[src/rtl/aco_pkg.sv]
// Shared types and defaults for the acoustic front-end sequencing logic.
package aco_pkg;

  typedef enum logic [1:0] {
    StIdle   = 2'd0,
    StWarmup = 2'd1,
    StFrame  = 2'd2,
    StGap    = 2'd3
  } state_e;

  localparam int unsigned DBw          = 9;
  localparam int unsigned DefFrameLen  = 256;
  localparam int unsigned DefWarmupLen = 1;
  localparam int unsigned DefGapLen    = 0;
  localparam int unsigned DefCntBw     = 16;

endpackage

[src/rtl/sample_counter.sv]
// Per-state sample counter: synchronous clear, increment on strobe, and an
// equality match against a limit supplied by the owner's current state.
module sample_counter #(
  parameter int unsigned CNT_BW = 16
) (
  input  logic              clk_i,
  input  logic              rst_n_i,
  input  logic              clr_i,
  input  logic              inc_i,
  input  logic [CNT_BW-1:0] limit_i,
  output logic [CNT_BW-1:0] cnt_o,
  output logic              match_o
);

  logic [CNT_BW-1:0] cnt_d, cnt_q;

  // Clear wins over increment so a terminal sample restarts the count at 0.
  always_comb begin
    cnt_d = cnt_q;
    if (clr_i) begin
      cnt_d = '0;
    end else if (inc_i) begin
      cnt_d = cnt_q + CNT_BW'(1);
    end
  end

  always_ff @(posedge clk_i or negedge rst_n_i) begin
    if (!rst_n_i) begin
      cnt_q <= '0;
    end else begin
      cnt_q <= cnt_d;
    end
  end

  assign cnt_o   = cnt_q;
  assign match_o = (cnt_q == limit_i);

endmodule

[src/rtl/preemphasis_ctrl.sv]
// Sequences the pre-emphasis filter: enables it, drops warm-up samples, then
// slices the filtered stream into fixed frames with optional discarded gaps.
module preemphasis_ctrl
  import aco_pkg::*;
#(
  parameter int unsigned D_BW       = DBw,
  parameter int unsigned FRAME_LEN  = DefFrameLen,
  parameter int unsigned WARMUP_LEN = DefWarmupLen,
  parameter int unsigned GAP_LEN    = DefGapLen,
  parameter int unsigned CNT_BW     = DefCntBw
) (
  input  logic                   clk_i,
  input  logic                   rst_n_i,
  input  logic                   en_i,
  output logic                   pe_en_o,
  input  logic signed [D_BW-1:0] pe_data_i,
  input  logic                   pe_valid_i,
  output logic signed [D_BW-1:0] data_o,
  output logic                   valid_o,
  output logic                   first_o,
  output logic                   last_o,
  output logic [CNT_BW-1:0]      frame_cnt_o,
  output logic                   busy_o
);

  localparam logic [CNT_BW-1:0] WarmupLim = CNT_BW'(WARMUP_LEN - 1);
  localparam logic [CNT_BW-1:0] FrameLim  = CNT_BW'(FRAME_LEN - 1);
  localparam logic [CNT_BW-1:0] GapLim    = CNT_BW'(GAP_LEN - 1);
  localparam bit                HasGap    = (GAP_LEN != 0);

  state_e                 state_d, state_q;
  logic                   pe_en_d, pe_en_q;
  logic signed [D_BW-1:0] data_d, data_q;
  logic                   valid_d, valid_q;
  logic                   first_d, first_q;
  logic                   last_d, last_q;
  logic [CNT_BW-1:0]      frame_cnt_d, frame_cnt_q;

  logic              cnt_clr, cnt_inc, cnt_match;
  logic [CNT_BW-1:0] cnt, cnt_limit;

  always_comb begin
    cnt_limit = '0;
    unique case (state_q)
      StWarmup: cnt_limit = WarmupLim;
      StFrame:  cnt_limit = FrameLim;
      StGap:    cnt_limit = GapLim;
      default:  cnt_limit = '0;
    endcase
  end

  sample_counter #(
    .CNT_BW (CNT_BW)
  ) u_sample_counter (
    .clk_i   (clk_i),
    .rst_n_i (rst_n_i),
    .clr_i   (cnt_clr),
    .inc_i   (cnt_inc),
    .limit_i (cnt_limit),
    .cnt_o   (cnt),
    .match_o (cnt_match)
  );

  always_comb begin
    state_d     = state_q;
    pe_en_d     = pe_en_q;
    data_d      = data_q;
    valid_d     = 1'b0;
    first_d     = 1'b0;
    last_d      = 1'b0;
    frame_cnt_d = frame_cnt_q;
    cnt_clr     = 1'b0;
    cnt_inc     = 1'b0;

    // Disable overrides any sample arriving on the same cycle.
    if (!en_i) begin
      state_d = StIdle;
      pe_en_d = 1'b0;
      cnt_clr = 1'b1;
    end else begin
      pe_en_d = 1'b1;
      unique case (state_q)
        StIdle: begin
          state_d     = StWarmup;
          cnt_clr     = 1'b1;
          frame_cnt_d = '0;
        end
        StWarmup, StGap: begin
          if (pe_valid_i) begin
            if (cnt_match) begin
              state_d = StFrame;
              cnt_clr = 1'b1;
            end else begin
              cnt_inc = 1'b1;
            end
          end
        end
        StFrame: begin
          if (pe_valid_i) begin
            valid_d = 1'b1;
            data_d  = pe_data_i;
            first_d = (cnt == '0);
            last_d  = cnt_match;
            if (cnt_match) begin
              frame_cnt_d = frame_cnt_q + CNT_BW'(1);
              state_d     = HasGap ? StGap : StFrame;
              cnt_clr     = 1'b1;
            end else begin
              cnt_inc = 1'b1;
            end
          end
        end
        default: state_d = StIdle;
      endcase
    end
  end

  always_ff @(posedge clk_i or negedge rst_n_i) begin
    if (!rst_n_i) begin
      state_q     <= StIdle;
      pe_en_q     <= 1'b0;
      data_q      <= '0;
      valid_q     <= 1'b0;
      first_q     <= 1'b0;
      last_q      <= 1'b0;
      frame_cnt_q <= '0;
    end else begin
      state_q     <= state_d;
      pe_en_q     <= pe_en_d;
      data_q      <= data_d;
      valid_q     <= valid_d;
      first_q     <= first_d;
      last_q      <= last_d;
      frame_cnt_q <= frame_cnt_d;
    end
  end

  assign pe_en_o     = pe_en_q;
  assign data_o      = data_q;
  assign valid_o     = valid_q;
  assign first_o     = first_q;
  assign last_o      = last_q;
  assign frame_cnt_o = frame_cnt_q;
  assign busy_o      = (state_q != StIdle);

endmodule

[config.mk]
export PLATFORM = sky130hd
export DESIGN_NAME = preemphasis_ctrl
export DESIGN_NICKNAME = d
export VERILOG_FILES = /design/src/rtl/aco_pkg.sv /design/src/rtl/sample_counter.sv /design/src/rtl/preemphasis_ctrl.sv
export SDC_FILE = /design/constraint.sdc
export NUM_CORES = 1
export LEC_CHECK = 0
export BUFFER_PORTS_ARGS = -buffer_cell sky130_fd_sc_hd__clkbuf_2
export CAP_MARGIN = 20
export CORE_MARGIN = 2
export CORE_UTILIZATION = 55
export DETAILED_ROUTE_END_ITERATION = 10
export GPL_TIMING_DRIVEN = 0
export MAX_ROUTING_LAYER = met4
export PLACE_DENSITY = 0.79
export RECOVER_POWER = 100
export SYNTH_ARGS = -nofsm -noshare
export SYNTH_HDL_FRONTEND = slang
export SYNTH_HIERARCHICAL = 1
export SYNTH_SLANG_ARGS = --single-unit
[constraint.sdc]
create_clock -name clk_i -period 3.3 [get_ports clk_i]
set_input_delay 0.825 -clock clk_i [delete_from_list [all_inputs] [get_ports clk_i]]
set_output_delay 0.825 -clock clk_i [all_outputs]
set_load 0.005 [all_outputs]
==> run summary, run 1 <==
Slew Viols, Final - 0
Max Cap Viol - 0
Mapped Area - 0.00245 sq mm
total congestion overflow - 0
top cells by area, synth - dfrtp_1 48%, xnor2_1 9.7%, mux2_2 4.1%, nor2_1 3.8%, nand4_1 3.6%
Cell Count, Final, Fillers Out - 337
Final ANT Viol Nets - 0
Layout Skew - 9.45 ps
Synth top area share - 48.0%
status - complete, no violations
layout cells sized above 1 - 22.1%
global-route wire length before repair - 8410 um
Worst-Skew Late Latency - 310 ps
synthesized net count - 249
critical-path maximum fanout - 8
Horiz. Die Dim - 70.7 um
initial antenna violation count - 0
Slew @ Worst Pin - 1320 ps
num rows - 24
Leak Pwr - 1.25 nW
Routed WL - 4940 um
GRT Total Usage - 21.8%
maximum vdd drop - 0.264 mV
Die ar. - 0.00500 sq mm
Yosys reg bits - 47
CP peak stage delay - 500 ps
IO Port Bufs - 42
die height - 70.7 um
initial detailed-routing violation count - 134
area grow syn2layout - 15.0%
Initial Utilization - 56.6%
# IOs - 43
Cells after Synth - 234
Post-CTS Setup Inserts - 0
PwrDens - 586 mW/mm^2
slew margin rel. - 11.7%
sequential area share after synthesis - 48.0%
worst hold path class - reg2reg
# DRC - 0
CTS sink cnt - 47
WS Path Type - reg2reg
Placed Cells - 329
Avg Synthesized Cell Area - 10.5 sq um
Reg clk slew, reported paths - 90 ps
final worst path period share - 92.1%
Hold Path Depth - 1
H-tree levels - 2
Startpoint Class - flip-flop
Synth Warn # - 6
Placer Congestion - 0.860
CP required - 3530 ps
CTS Buf Count - 5
vias in the first global route - 1,821
largest net degree at the start of global routing - 26
cells on worst reg2reg path - 9
highest-count cells in the layout ignoring fill and taps - 47 x dfrtp_1, 32 x clkbuf_2, 27 x xnor2_1, 25 x nor2_1, 17 x clkbuf_1
Hold WS - 509 ps
Via density - 5.69
slowest stage cell on the critical path - nor4_2
clk buf depth - 2
routed vias - 1,918
Setup crit end kind - flip-flop
RSZ-0062 raised after global routing - false
per-cell routed wire length - 14.7 um
fmax - 329 MHz
CTS tree - built
synth unique cells - 43
drt pass-1 iters - 4
ANT cells - 0
Detail Placement HPWL - 3580 um
setup TNS - 0 ps
Tmin final - 3040 ps
most common cell after layout, fill and taps aside - dfrtp_1
crit-path cells - and2_2, xnor2_1, nand4_1, nor4_2, a21boi_1, or3_1, buf_2, or4_1, a21oi_1
Setup violations, final - 0
core region area - 0.00432 sq mm
CTS root buf - clkbuf_8
Hold Fails Final Rpt - 0
Critical Path AT - 3270 ps
Layout Nets - 299
Yosys top cell by area - dfrtp_1
[kinds of logic after synthesis]
logic type,share of synthesized area (%)
AND/OR/NAND/NOR,22.7
flip-flops,48.0
XOR/XNOR,12.9
AO/OA/AOI/OAI,7.00
buffers and inverters,3.17
multiplexers,5.16
adder cells (fa/ha/maj),1.02
[what timing repair did]
item | CTS | global route
resized for setup | 1 | 3
hold buffers | 0 | 0
cloned | 0 | 0
endpoints found under the setup margin | 2 | 5
[report_power, final]
part | total [mW] | leakage (nW) | switching, mW | internal [mW]
Combinational | 0.587 | 0.558 | 0.343 | 0.244
Sequential | 0.695 | 0.642 | 0.0540 | 0.641
Clock | 0.367 | 0.0474 | 0.196 | 0.171
Total | 1.65 | 1.25 | 0.593 | 1.06
[worst max-delay path: cells and delay by family (launching register included)]
family,cells,cell delay (ps)
AOI/OAI and AO/OA,2,390
DFF,1,440
buffers and inverters,1,170
and+or+nand+nor,5,1810
xor gates and xnor gates,1,170
[state kept, by name, indices dropped and copies added, names as in the netlist]
register                cells
valid_o                     1
u_sample_counter/cnt_o     16
state_q                     2
frame_cnt_o                16
data_o                      9
last_o                      1
pe_en_o                     1
first_o                     1
[Yosys cell counts (all sizes together)]
library cell and instances:
mux2i 1, xnor2 27, dfrtp 47, xor2 9, a21boi 2, inv 6
nand2 10, and2 1, nor4 10, nor3b 1, nand4 15, o21ai 5
nor2b 2, or3 6, nor3 3, a21oi 8, clkbuf 5, nand4b 2
a21bo 1, o211a 1, o211ai 1, buf 7, and4 2, a31oi 1
or2 1, nand3 10, and3 3, nor2 25, mux2 10, o31ai 3
or4 5, ha 2, o2111ai 1, a22o 1
[per-layer routing]
layer	vias up	GRT usage [%]	routed length, um
met5	-	-	0
met4	0	6.92	53
met3	4	5.27	291
met2	54	33.1	2310
met1	927	29.0	2290
li1	933	-	-
[through the flow]
stage / setup slack [ps] / power [mW] / area (sq um) / util [%]
floorplan: 341 / 1.10 / 2450 / -
global placement: -2.63 / 1.26 / 2720 / 63.0
detailed placement: -58.4 / 1.28 / 2740 / 63.5
CTS: 123 / 1.67 / 2850 / 65.9
global route: 49.5 / 1.76 / 2820 / 65.1
finish: 262 / 1.65 / 2820 / 65.1
[area by class of cell]
class | count | area [sq um]
multi-input combinational | 169 | 1200
fill | 365 | 1510
sequential | 47 | 1180
inverter | 6 | 22.5
clock buffer | 6 | 82.6
clock inverter | 2 | 16.3
buffer | 12 | 55.1
tap | 52 | 65.1
timing repair buffer | 43 | 200
[path summary, 6_finish.rpt]
kind                                         from                           to  slack [ps]
max                        state_q[0]$_DFFE_PN0P_  frame_cnt_o[13]$_DFFE_PN0P_         260
min                         data_o[5]$_DFFE_PN0P_        data_o[5]$_DFFE_PN0P_         510
max reg2reg                state_q[0]$_DFFE_PN0P_  frame_cnt_o[13]$_DFFE_PN0P_         260
min reg2reg                 data_o[5]$_DFFE_PN0P_        data_o[5]$_DFFE_PN0P_         510
max in group asynchronous                 rst_n_i       state_q[1]$_DFFE_PN0P_         760
min in group asynchronous                 rst_n_i        data_o[6]$_DFFE_PN0P_         740
(Power assumes the default switching activity.)
==> run 2: changes to the inputs <==
- REMOVE_ABC_BUFFERS: unset -> 1
==> run summary, run 2 (synthesis gave the netlist of run 1 again) <==
Detail Placement HPWL - 3430 um
Seq pwr share - 41.6%
CTS Buf Count - 5
highest-count cells in the layout ignoring fill and taps - 46 x dfrtp_1, 27 x xnor2_1, 27 x clkbuf_2, 25 x nor2_1, 15 x clkbuf_1
Leak Pwr - 1.21 nW
r2r setup slk - 230 ps
PwrDens - 616 mW/mm^2
maximum vdd drop - 0.456 mV
routed vias - 1,853
die height - 70.7 um
Worst-Skew Late Latency - 300 ps
Initial Utilization - 56.6%
Startpoint Class - flip-flop
Horiz. Die Dim - 70.7 um
Setup violations, final - 0
Via density - 5.72
Layout Cell Area excl Fill - 0.00280 sq mm
vias in the first global route - 1,783
cells on worst reg2reg path - 10
clock network power share - 23.6%
GRT Total Usage - 21.0%
# DRC - 0
CP Launch Point - state_q[1]$_DFFE_PN0P_
Routed WL - 4840 um
P_int - 1.12 mW
slew margin rel. - 24.1%
H-tree levels - 2
final worst path period share - 93.2%
initial antenna violation count - 0
core region area - 0.00432 sq mm
Hold Path Depth - 1
CTS root buf - clkbuf_8
Layout Nets - 287
Hold Fails Final Rpt - 0
final setup margin - 226 ps
Hold WS - 509 ps
largest net degree at the start of global routing - 29
initial detailed-routing violation count - 97
critical-path maximum fanout - 19
fmax - 325 MHz
Cell Area, Placed - 0.00269 sq mm
Critical Path AT - 3260 ps
Sw Share - 35.1%
drt pass-1 iters - 4
CTS tree - built
global-route wire length before repair - 8090 um
IO Port Bufs - 42
CTS sink cnt - 47
Slew @ Worst Pin - 1140 ps
area grow syn2layout - 14.2%
Tmin final - 3070 ps
Die ar. - 0.00500 sq mm
Setup Slack @ Placement - -656 ps
WS Path Type - reg2reg
# hold bufs at CTS - 0
worst reg2reg path startpoint - state_q[1]$_DFFE_PN0P_
# IOs - 43
critical hold path startpoint - data_o[4]$_DFFE_PN0P_
Slew Viols, Final - 0
Setup crit end kind - flip-flop
CP required - 3480 ps
Layout Skew - 11.4 ps
num rows - 24
worst hold path class - reg2reg
Psw - 0.605 mW
status - complete, no violations
layout cells sized above 1 - 19.9%
ANT cells - 0
Final ANT Viol Nets - 0
Placer Congestion - 0.895
Max Cap Viol - 0
most common cell after layout, fill and taps aside - dfrtp_1
clk buf depth - 2
RSZ-0062 raised after global routing - false
per-cell routed wire length - 14.9 um
Comb pwr share - 34.8%
total congestion overflow - 0
Reg clk slew, reported paths - 80 ps
[run 2: area by class of cell]
type | count | area, sq um
clock buffer | 5 | 68.8
clock inverter | 2 | 37.5
fill | 370 | 1530
inverter | 6 | 22.5
multi-input combinational | 169 | 1210
sequential | 47 | 1180
tap | 52 | 65.1
timing repair buffer | 43 | 211
[run 2: timing repair]
action	in CTS	in global routing
endpoints found under the setup margin	16	5
gates resized for setup	4	2
gates cloned	0	0
buffers inserted	0	0
[run 2: per-stage QoR]
stage               power (mW)  instances  util (%)  setup TNS (ps)
floorplan                 1.08        222         -               0
finish                    1.72        324      64.6               0
global placement          1.24        316      61.7           -5480
CTS                       1.70        324      65.0               0
global route              1.82        324      64.6               0
detailed placement        1.26        317      62.2           -6280
[run 2: worst paths after layout]
kind                                                          end
hold reg to reg                             data_o[4]$_DFFE_PN0P_
setup / recovery           u_sample_counter/cnt_o[14]$_DFFE_PN0P_
hold / removal                              data_o[4]$_DFFE_PN0P_
setup reg to reg           u_sample_counter/cnt_o[14]$_DFFE_PN0P_
max in group asynchronous                  state_q[1]$_DFFE_PN0P_
min in group asynchronous             frame_cnt_o[12]$_DFFE_PN0P_
[run 2: routing by layer]
| metal | track usage [%] | part of all wire, % | vias to the layer above |
|---|---|---|---|
| met5 | - | 0 | - |
| met4 | 7.97 | 1.6 | 0 |
| met3 | 3.56 | 5.3 | 5 |
| met2 | 31.7 | 47 | 44 |
| met1 | 28.6 | 46 | 897 |
| li1 | - | - | 907 |
[run 2: critical path, cell delays in order, from the launching register on]
cell	delay, ps
dfrtp_2	560
and2_4	290
xnor2_1	140
nand4_1	160
nor4_4	410
nand2_1	110
nand3_2	320
o211ai_1	240
nor4_4	270
nand3_2	110
mux2_1	320
[run 2: power by group through the flow]
stage	clock network [mW]	logic [mW]	registers, mW
finish	0.406	0.598	0.717
global route	0.437	0.656	0.729
CTS	0.417	0.567	0.715
detailed placement	0	0.536	0.725
global placement	0	0.523	0.722
floorplan	0	0.361	0.718
